<file path="config.mk">
export PLATFORM = sky130hd
export DESIGN_NAME = lnzd_scan_ctrl
export DESIGN_NICKNAME = d
export VERILOG_FILES = /design/src/rtl/lnzd_scan_ctrl.sv
export SDC_FILE = /design/constraint.sdc
export NUM_CORES = 1
export LEC_CHECK = 0
export CAP_MARGIN = 10
export CORE_MARGIN = 1.5
export CORE_UTILIZATION = 40
export CTS_CLUSTER_SIZE = 24
export DETAILED_ROUTE_END_ITERATION = 8
export GPL_TIMING_DRIVEN = 0
export PLACE_DENSITY_LB_ADDON = 0.3
export SLEW_MARGIN = 20
export SYNTH_ARGS = -nofsm -noshare
export SYNTH_HDL_FRONTEND = slang
export SYNTH_SLANG_ARGS = --single-unit
</file>
<file path="constraint.sdc">
create_clock -name clk -period 1.9 [get_ports clk]
set_clock_uncertainty 0.05 [all_clocks]
set_input_delay 0.38 -clock clk [delete_from_list [all_inputs] [get_ports clk]]
set_output_delay 0.38 -clock clk [all_outputs]
set_load 0.05 [all_outputs]
</file>
<file path="src/rtl/lnzd_scan_ctrl.sv">
// lnzd_scan_ctrl
// Serialises the set bits of one occupancy vector, restricted to an index
// window [start, stop), as a stream of positions (lowest index first) under
// valid/ready handshakes. One vector is in flight at a time. The beat fields
// come from a priority encoder on the registered remaining vector, so they
// are stable for as long as the current beat is stalled.

module lnzd_scan_ctrl #(
  parameter  int BIT_WIDTH = 8,
  localparam int POS_W     = $clog2(BIT_WIDTH)
) (
  input  logic                 clk,
  input  logic                 rst,
  input  logic                 in_valid,
  output logic                 in_ready,
  input  logic [BIT_WIDTH-1:0] in_data,
  input  logic [POS_W:0]       in_start,
  input  logic [POS_W:0]       in_stop,
  output logic                 out_valid,
  input  logic                 out_ready,
  output logic [POS_W-1:0]     out_pos,
  output logic                 out_last,
  output logic                 out_empty,
  output logic                 busy
);

  localparam logic [0:0]           IDLE    = 1'b0;
  localparam logic [0:0]           SCAN    = 1'b1;
  localparam logic [POS_W:0]       WIDTH_L = (POS_W + 1)'(BIT_WIDTH);
  localparam logic [BIT_WIDTH-1:0] VEC_ONE = BIT_WIDTH'(1);
  localparam logic [BIT_WIDTH-1:0] VEC_ZERO = BIT_WIDTH'(0);

  logic [0:0]           state_r;
  logic [BIT_WIDTH-1:0] vec_r;

  logic [POS_W:0]       eff_stop_s;
  logic [BIT_WIDTH-1:0] masked_s;
  logic [POS_W-1:0]     pos_s;
  logic                 in_scan_s;
  logic                 vec_zero_s;
  logic                 one_left_s;
  logic                 last_s;
  logic                 in_ready_s;
  logic                 out_valid_s;

  // Clamp the window end to the vector width and mask the incoming vector.
  always_comb begin
    eff_stop_s = in_stop;
    masked_s   = VEC_ZERO;
    if (in_stop > WIDTH_L) begin
      eff_stop_s = WIDTH_L;
    end else begin
      eff_stop_s = in_stop;
    end
    for (int i = 0; i < BIT_WIDTH; i++) begin
      if ((in_start <= (POS_W + 1)'(i)) && ((POS_W + 1)'(i) < eff_stop_s)) begin
        masked_s[i] = in_data[i];
      end else begin
        masked_s[i] = 1'b0;
      end
    end
  end

  // Priority encoder: lowest set index of the remaining vector (0 when empty).
  always_comb begin
    pos_s = POS_W'(0);
    for (int i = BIT_WIDTH - 1; i >= 0; i--) begin
      if (vec_r[i]) begin
        pos_s = POS_W'(i);
      end else begin
        pos_s = pos_s;
      end
    end
  end

  // Beat qualifiers and handshake gating; both handshakes are blocked during reset.
  always_comb begin
    in_scan_s   = (state_r == SCAN);
    vec_zero_s  = (vec_r == VEC_ZERO);
    one_left_s  = !vec_zero_s && ((vec_r & (vec_r - VEC_ONE)) == VEC_ZERO);
    last_s      = in_scan_s && (vec_zero_s || one_left_s);
    in_ready_s  = (state_r == IDLE) && !rst;
    out_valid_s = in_scan_s && !rst;
  end

  // Accept a vector in IDLE; in SCAN retire the lowest set bit on each accepted beat.
  always_ff @(posedge clk) begin
    if (rst) begin
      state_r <= IDLE;
      vec_r   <= VEC_ZERO;
    end else begin
      case (state_r)
        IDLE: begin
          if (in_valid && in_ready_s) begin
            vec_r   <= masked_s;
            state_r <= SCAN;
          end
        end
        SCAN: begin
          if (out_valid_s && out_ready) begin
            vec_r <= vec_r & (vec_r - VEC_ONE);
            if (last_s) begin
              state_r <= IDLE;
            end
          end
        end
        default: begin
          state_r <= IDLE;
          vec_r   <= VEC_ZERO;
        end
      endcase
    end
  end

  assign in_ready  = in_ready_s;
  assign out_valid = out_valid_s;
  assign out_pos   = pos_s;
  assign out_last  = last_s;
  assign out_empty = in_scan_s && vec_zero_s;
  assign busy      = in_scan_s;

endmodule

</file>
==> results of run 1 <==
-- sequential cells by signal, summed over array words and instances, names as in the netlist --
name / flops
vec_r: 8
busy: 1
-- critical path, stage by stage (launching register included) --
cell                      delay (ps)
sky130_fd_sc_hd__dfxtp_2         340
sky130_fd_sc_hd__or4_4           600
sky130_fd_sc_hd__buf_4           170
sky130_fd_sc_hd__nor4_4          130
sky130_fd_sc_hd__buf_6           190
-- worst max path at each step --
| stage | start | slack, ps | cells past startpoint | endpoint |
|---|---|---|---|---|
| 2_1_floorplan | busy$_SDFF_PP0_ | -200 | 3 | out_empty |
| 3_3_place_gp | vec_r[2]$_SDFFE_PP0P_ | -670 | 6 | out_last |
| 3_5_place_dp | vec_r[3]$_SDFFE_PP0P_ | -700 | 6 | out_last |
| 4_1_cts | vec_r[0]$_SDFFE_PP0P_ | -280 | 5 | out_last |
| 5_1_grt | vec_r[2]$_SDFFE_PP0P_ | -280 | 4 | out_empty |
| 6_report | vec_r[2]$_SDFFE_PP0P_ | -230 | 4 | out_empty |
-- metal layers --
metal / share of wire / vias to the layer above
met4: 0.025 / 0
met1: 0.40 / 355
met5: 0 / -
met2: 0.51 / 45
li1: - / 408
met3: 0.062 / 6
-- cell type report --
| type | instances | area (sq um) |
|---|---|---|
| Timing Repair Buffer | 32 | 294 |
| Fill cell | 152 | 480 |
| Inverter | 4 | 15.0 |
| Sequential cell | 9 | 190 |
| Buffer | 2 | 21.3 |
| Tap cell | 16 | 20.0 |
| Multi-Input combinational cell | 74 | 529 |
| Clock buffer | 4 | 26.3 |
-- cell families after synthesis --
logic type | count (synthesis) | synth area share
AOI/OAI and AO/OA | 29 | 0.280
and+or+nand+nor | 43 | 0.351
DFF | 9 | 0.257
buffers and inverters | 8 | 0.0838
adders and majority gates | 1 | 0.0143
muxes | 1 | 0.0143
-- cell usage in the layout (no fill, tap or decap), types with 2 or more instances in the layout --
cell and n:
sky130_fd_sc_hd__clkdlybuf4s50_1 20, sky130_fd_sc_hd__dfxtp_2 2, sky130_fd_sc_hd__nand2_1 7, sky130_fd_sc_hd__nand4_1 4
sky130_fd_sc_hd__nor3_4 2, sky130_fd_sc_hd__o21ai_0 5, sky130_fd_sc_hd__buf_6 3, sky130_fd_sc_hd__dfxtp_1 5
sky130_fd_sc_hd__nor4_4 2, sky130_fd_sc_hd__nor3_1 4, sky130_fd_sc_hd__inv_1 4, sky130_fd_sc_hd__nor2_4 2
sky130_fd_sc_hd__o31a_1 2, sky130_fd_sc_hd__dfxtp_4 2, sky130_fd_sc_hd__clkbuf_4 3, sky130_fd_sc_hd__buf_2 3
sky130_fd_sc_hd__a21oi_1 6, sky130_fd_sc_hd__buf_4 7, sky130_fd_sc_hd__nor2_1 10, sky130_fd_sc_hd__nand3b_1 2
sky130_fd_sc_hd__o21a_1 2
-- power by group --
group	total [mW]	switching, mW	leakage [nW]	internal (mW)
logic	0.218	0.121	0.302	0.0962
clock network	0.146	0.0654	0.0150	0.0808
registers	0.197	0.00568	0.0755	0.191
total	0.561	0.192	0.393	0.368
-- timing repair --
action,4_1_cts,5_1_grt
gates resized for setup,48,4
pin swaps,5,3
buffers inserted,5,0
endpoints found under the setup margin,8,5
==> results.toml, run 1 <==
[floorplan]
fp.dieH_um = 44.9
initial_core_util = 0.445
fp.dieW_um = 44.9
floorplan.core_area_sq_um = 1580
design.portCount = 28
row_count = 14
die-area_sq_um = 2020

[detailed_routing]
post_drt_wl_per_cell_um = 14.5
post-route-drc-count = 0
firstDrtPassIters = 4
dr.first_iter.drc_count = 30
ant_nets = 0
routed_wl_mm = 2.04
dr_total_vias = 814
vias_per_cell = 5.77

[clock_network]
clock_slew_at_reported_path_ffs_ps = 60
clock_tree.buffer_depth = 2
cts_made_buffers = 3
worst_skew_pair.late_latency_ps = 260
count_of_h_tree_levels_built_during_cts = 1
cts_tree = "built"
cts.hold.buffers_added = 0
tritoncts_num_sinks = 9
cts_root_buffer = "sky130_fd_sc_hd__clkbuf_4"

[timing]
timing.max_slew.rel_slack = 0.672
whs_ps = 489
hold_viol = 0
finalCritPeriodShare = 1.12
final-max-slew-violation-count = 0
report.final.setup_viol = 3
fmaxAchievable_mhz = 469
setup_total_negative_slack_ps = -610
worst_pin_slew_ps = 491
final_critical_path_setup_slack_ps = -231
fin_crit_ps = 2130
unrepaired_setup_endpoints_after_global_routing = "yes"

[synth]
post_synth_num_cell_types = 37
most_frequent_cell_after_synthesis = "sky130_fd_sc_hd__nor2_1"
postSynth.asyncResetShare = 0
synth.yosys.warnings = 0
synth-seq-area-share = 0.257
yosys_register_bits = 9
synth-edff-count = 0
synth.top_cells.by_count = "sky130_fd_sc_hd__nor2_1 (13), sky130_fd_sc_hd__dfxtp_1 (9), sky130_fd_sc_hd__a21oi_1 (7), sky130_fd_sc_hd__nand2_1 (7), sky130_fd_sc_hd__o21ai_0 (6)"
syn_nets = 111
syn-mean-instance-area_sq_um = 7.71
syn_area_sq_um = 702
dominantRegCellSynth = "sky130_fd_sc_hd__dfxtp_1"
synthTopCellsByArea = "sky130_fd_sc_hd__dfxtp_1 (26%), sky130_fd_sc_hd__nor2_1 (7.0%), sky130_fd_sc_hd__a21oi_1 (5.0%)"
number_of_instances_in_the_synthesized_netlist = 91
synth.top_cell.area_share = 0.257
post-synth-top-area-cell = "sky130_fd_sc_hd__dfxtp_1"

[power]
power_mw = 0.561
irDropWorstVdd_mv = 0.296
leakage_power_nw = 0.393
power-per-cell-area_nw_per_um2 = 512

[global_routing]
grt_first_pass_wirelength_mm = 3.37
overflow = 0
gr-usage-all-layers = 0.235
vias_in_the_first_global_route = 766
grt_start_max_net_pins = 11
number_of_antenna_violations_at_the_first_check_in_global_routing = 0
grtUsageMet3 = 0.0400
global_route.usage.met1 = 0.265
globalRoute.busiestLayer = "met2"
use_met2 = 0.438

[placement]
hpwlAfterDp_mm = 1.51
gp_congestion = 0.745
dpl.cell_count = 134
placed_cell_area_sq_um = 1040
worst_setup_slack_after_placement_ps = -697
buffer_ports.inserted = 27

[status]
failing_checks = "setup timing"
status = "complete, but fails checks"

[critical_path]
worstSetupEndpointType = "primary output"
path_max_fanout = 6
r2r-end = "vec_r[6]$_SDFFE_PP0P_"
worst_ep_arrival_time_ps = 1700
timing.reg2reg.setup_slack_ps = 180
worstSetupPathType = "reg -> out"
regToRegStartpoint = "vec_r[2]$_SDFFE_PP0P_"
timing.critical_path.required_ps = 1470
ff2ff_path_depth = 5
worst_setup_path_start_kind = "flip-flop"

[layout]
num_antenna_cells = 0
layout-drive-gt1-share = 0.288
design_area_sq_um = 1100
end_of_flow_core_utilization = 0.695
finalNonFillerCells = 141
nNetsFinal = 146
area_growth_syn_to_layout_pct = 56.1

[min_path]
min-delay-path-class = "reg -> reg"
worst_hold_path_endpoint = "vec_r[2]$_SDFFE_PP0P_"
hold_start = "vec_r[2]$_SDFFE_PP0P_"
min_path_cells = 2

[flow_run]
cap_violations = 0
No activity file was read; power rests on OpenSTA's default activity.
==> run 2: changes to the inputs <==
--- a/config.mk
+++ b/config.mk
@@ -12,7 +12,6 @@
 export DETAILED_ROUTE_END_ITERATION = 8
 export GPL_TIMING_DRIVEN = 0
 export PLACE_DENSITY_LB_ADDON = 0.3
-export SLEW_MARGIN = 20
 export SYNTH_ARGS = -nofsm -noshare
 export SYNTH_HDL_FRONTEND = slang
 export SYNTH_SLANG_ARGS = --single-unit
==> results of run 2 <==
The final DEF is identical to that of run 1; final timing and power are the same.
==> run 3: changes to the inputs <==
--- a/config.mk
+++ b/config.mk
@@ -6,6 +6,7 @@
 export NUM_CORES = 1
 export LEC_CHECK = 0
 export CAP_MARGIN = 10
+export CORE_ASPECT_RATIO = 1.1
 export CORE_MARGIN = 1.5
 export CORE_UTILIZATION = 40
 export CTS_CLUSTER_SIZE = 24
==> run 3 against run 2 <==
Against the previous run: the run still ends with setup timing left; critical path depth grew 1; via count shrank 1.1%; die area is essentially flat; non-clock buffer count shrank 1.
==> results.toml, run 3 (synthesis gave the netlist of run 1 again) <==
[placement]
placed_cell_area_sq_um = 1040
buffer_ports.inserted = 27
gp_congestion = 0.831
hpwlAfterDp_mm = 1.47
worst_setup_slack_after_placement_ps = -699

[timing]
final_critical_path_setup_slack_ps = -216
timing.max_slew.rel_slack = 0.674
fin_crit_ps = 2120
report.final.setup_viol = 3
final-max-slew-violation-count = 0
fmaxAchievable_mhz = 473
unrepaired_setup_endpoints_after_global_routing = "yes"
whs_ps = 468
hold_viol = 0
worst_pin_slew_ps = 488
finalCritPeriodShare = 1.11

[critical_path]
critical_path_slowest_stage_cell = "sky130_fd_sc_hd__or4_4"
path_cells = "or4_4 > nor3_4 > o21ai_2 > nor2_4 > buf_6"
r2r-end = "vec_r[6]$_SDFFE_PP0P_"
timing.critical_path.required_ps = 1470
path_max_fanout = 6
timing.reg2reg.setup_slack_ps = 90
worst_path_bufs_invs = 1
worstSetupPathType = "reg -> out"
cpLargestDelayFamily = "simple AND/OR/NAND/NOR gates"
worst_setup_path_start_kind = "flip-flop"
worstSetupEndpointType = "primary output"
worst_path_largest_cell_delay_ps = 600
ff2ff_path_depth = 6
regToRegStartpoint = "vec_r[2]$_SDFFE_PP0P_"
worst_ep_arrival_time_ps = 1690

[layout]
commonest_non_fill_non_tap_cells_in_the_layout = "sky130_fd_sc_hd__clkdlybuf4s50_1 (20), sky130_fd_sc_hd__nor2_1 (10), sky130_fd_sc_hd__nand2_1 (7), sky130_fd_sc_hd__a21oi_1 (6)"
top_register = "vec_r"
num_antenna_cells = 0
largest_register_ffs = 8
area_growth_syn_to_layout_pct = 53.5
design_area_sq_um = 1080
end_of_flow_core_utilization = 0.667
nNetsFinal = 145
layout.cells.most_common = "sky130_fd_sc_hd__clkdlybuf4s50_1"
layout-drive-gt1-share = 0.282

[detailed_routing]
ant_nets = 0
post-route-drc-count = 0
met3_length_um = 122
dr.first_iter.drc_count = 10
route.met2.wl_um = 947
post_drt_wl_per_cell_um = 13.3
detail_route.wirelength.met1_um = 778
route.top_layer_used = "met4"
firstDrtPassIters = 4
dr_total_vias = 805
vias_per_cell = 5.71
routed_wl_mm = 1.88

[status]
status = "complete, but fails checks"
failing_checks = "setup timing"

[min_path]
hold_start = "vec_r[2]$_SDFFE_PP0P_"
worst_hold_path_endpoint = "vec_r[2]$_SDFFE_PP0P_"
min-delay-path-class = "reg -> reg"
min_path_cells = 2

[power]
p_int_mw = 0.368
comb_power_share = 0.380
power.share.switching = 0.338
seqPwrFrac = 0.356
switchingPower_mw = 0.188
power-per-cell-area_nw_per_um2 = 516
clockPowerShare = 0.264
leakage_power_nw = 0.386
irDropWorstVdd_mv = 0.304

[floorplan]
fp.dieW_um = 42.9
fp.dieH_um = 46.9
floorplan.core_area_sq_um = 1610
initial_core_util = 0.435
die-area_sq_um = 2020
design.portCount = 28
row_count = 15

[clock_network]
cts_root_buffer = "sky130_fd_sc_hd__clkbuf_4"
clock_tree.buffer_depth = 2
tritoncts_num_sinks = 9
count_of_h_tree_levels_built_during_cts = 1
worst_skew_pair.late_latency_ps = 260
cts_tree = "built"
cts_made_buffers = 3
cts.hold.buffers_added = 0
clock_slew_at_reported_path_ffs_ps = 60

[global_routing]
gr-usage-all-layers = 0.195
grt_start_max_net_pins = 11
overflow = 0
vias_in_the_first_global_route = 720
number_of_antenna_violations_at_the_first_check_in_global_routing = 0
grt_first_pass_wirelength_mm = 2.92

[flow_run]
cap_violations = 0
-- run 3: cell types whose count changed in the layout (fill, tap and decap cells not counted), sizes merged --
| cell | delta |
|---|---|
| buf | -1 |
-- run 3: how the worst max path moves through the flow --
| stage | start | to | slack, ps | cells after the start |
|---|---|---|---|---|
| 6_report | vec_r[2]$_SDFFE_PP0P_ | out_last | -220 | 5 |
| 5_1_grt | vec_r[2]$_SDFFE_PP0P_ | out_last | -280 | 5 |
| 4_1_cts | vec_r[0]$_SDFFE_PP0P_ | out_last | -270 | 5 |
| 3_5_place_dp | vec_r[3]$_SDFFE_PP0P_ | out_last | -700 | 6 |
| 3_3_place_gp | vec_r[2]$_SDFFE_PP0P_ | out_last | -680 | 6 |
| 2_1_floorplan | busy$_SDFF_PP0_ | out_empty | -200 | 3 |
-- run 3: metal layers --
metal  up-vias  global-route usage
met3         4              0.0154
li1        409                   -
met5         -                   0
met4         0              0.0909
met2        39               0.379
met1       353               0.221
-- run 3: worst register-to-register path, cell delays in order, from the launching register on --
cell	delay (ps)
sky130_fd_sc_hd__dfxtp_2	340
sky130_fd_sc_hd__or4_4	600
sky130_fd_sc_hd__buf_6	160
sky130_fd_sc_hd__buf_4	140
sky130_fd_sc_hd__o31a_1	230
sky130_fd_sc_hd__o21ai_1	120
sky130_fd_sc_hd__a21oi_1	80
-- run 3: area by class of cell --
type	count	area, sq um
clock buffer	4	26.3
sequential	9	188
inverter	4	15.0
timing repair buffer	31	290
buffer	2	21.3
tap	17	21.3
multi-input combinational	74	515
fill	157	537
-- run 3: power by group through the flow --
stage / sequential [mW] / clock, mW / combinational, mW
finish: 0.198 / 0.147 / 0.211
global route: 0.199 / 0.161 / 0.224
CTS: 0.198 / 0.149 / 0.209
detailed placement: 0.203 / 0 / 0.208
global placement: 0.203 / 0 / 0.206
floorplan: 0.209 / 0 / 0.116
-- run 3: stage by stage --
step / power (mW) / std cells / TNS (ps)
4_1_cts: 0.556 / 140 / -500
2_1_floorplan: 0.325 / 91 / -252
3_3_place_gp: 0.409 / 135 / -3850
5_1_grt: 0.584 / 141 / -758
3_5_place_dp: 0.411 / 135 / -4030
6_report: 0.556 / 141 / -556
-- run 3: what timing repair did --
item / CTS / global route
setup endpoints to repair: 7 / 6
buffers inserted: 3 / 1
pin swaps: 6 / 3
resized for setup: 47 / 2
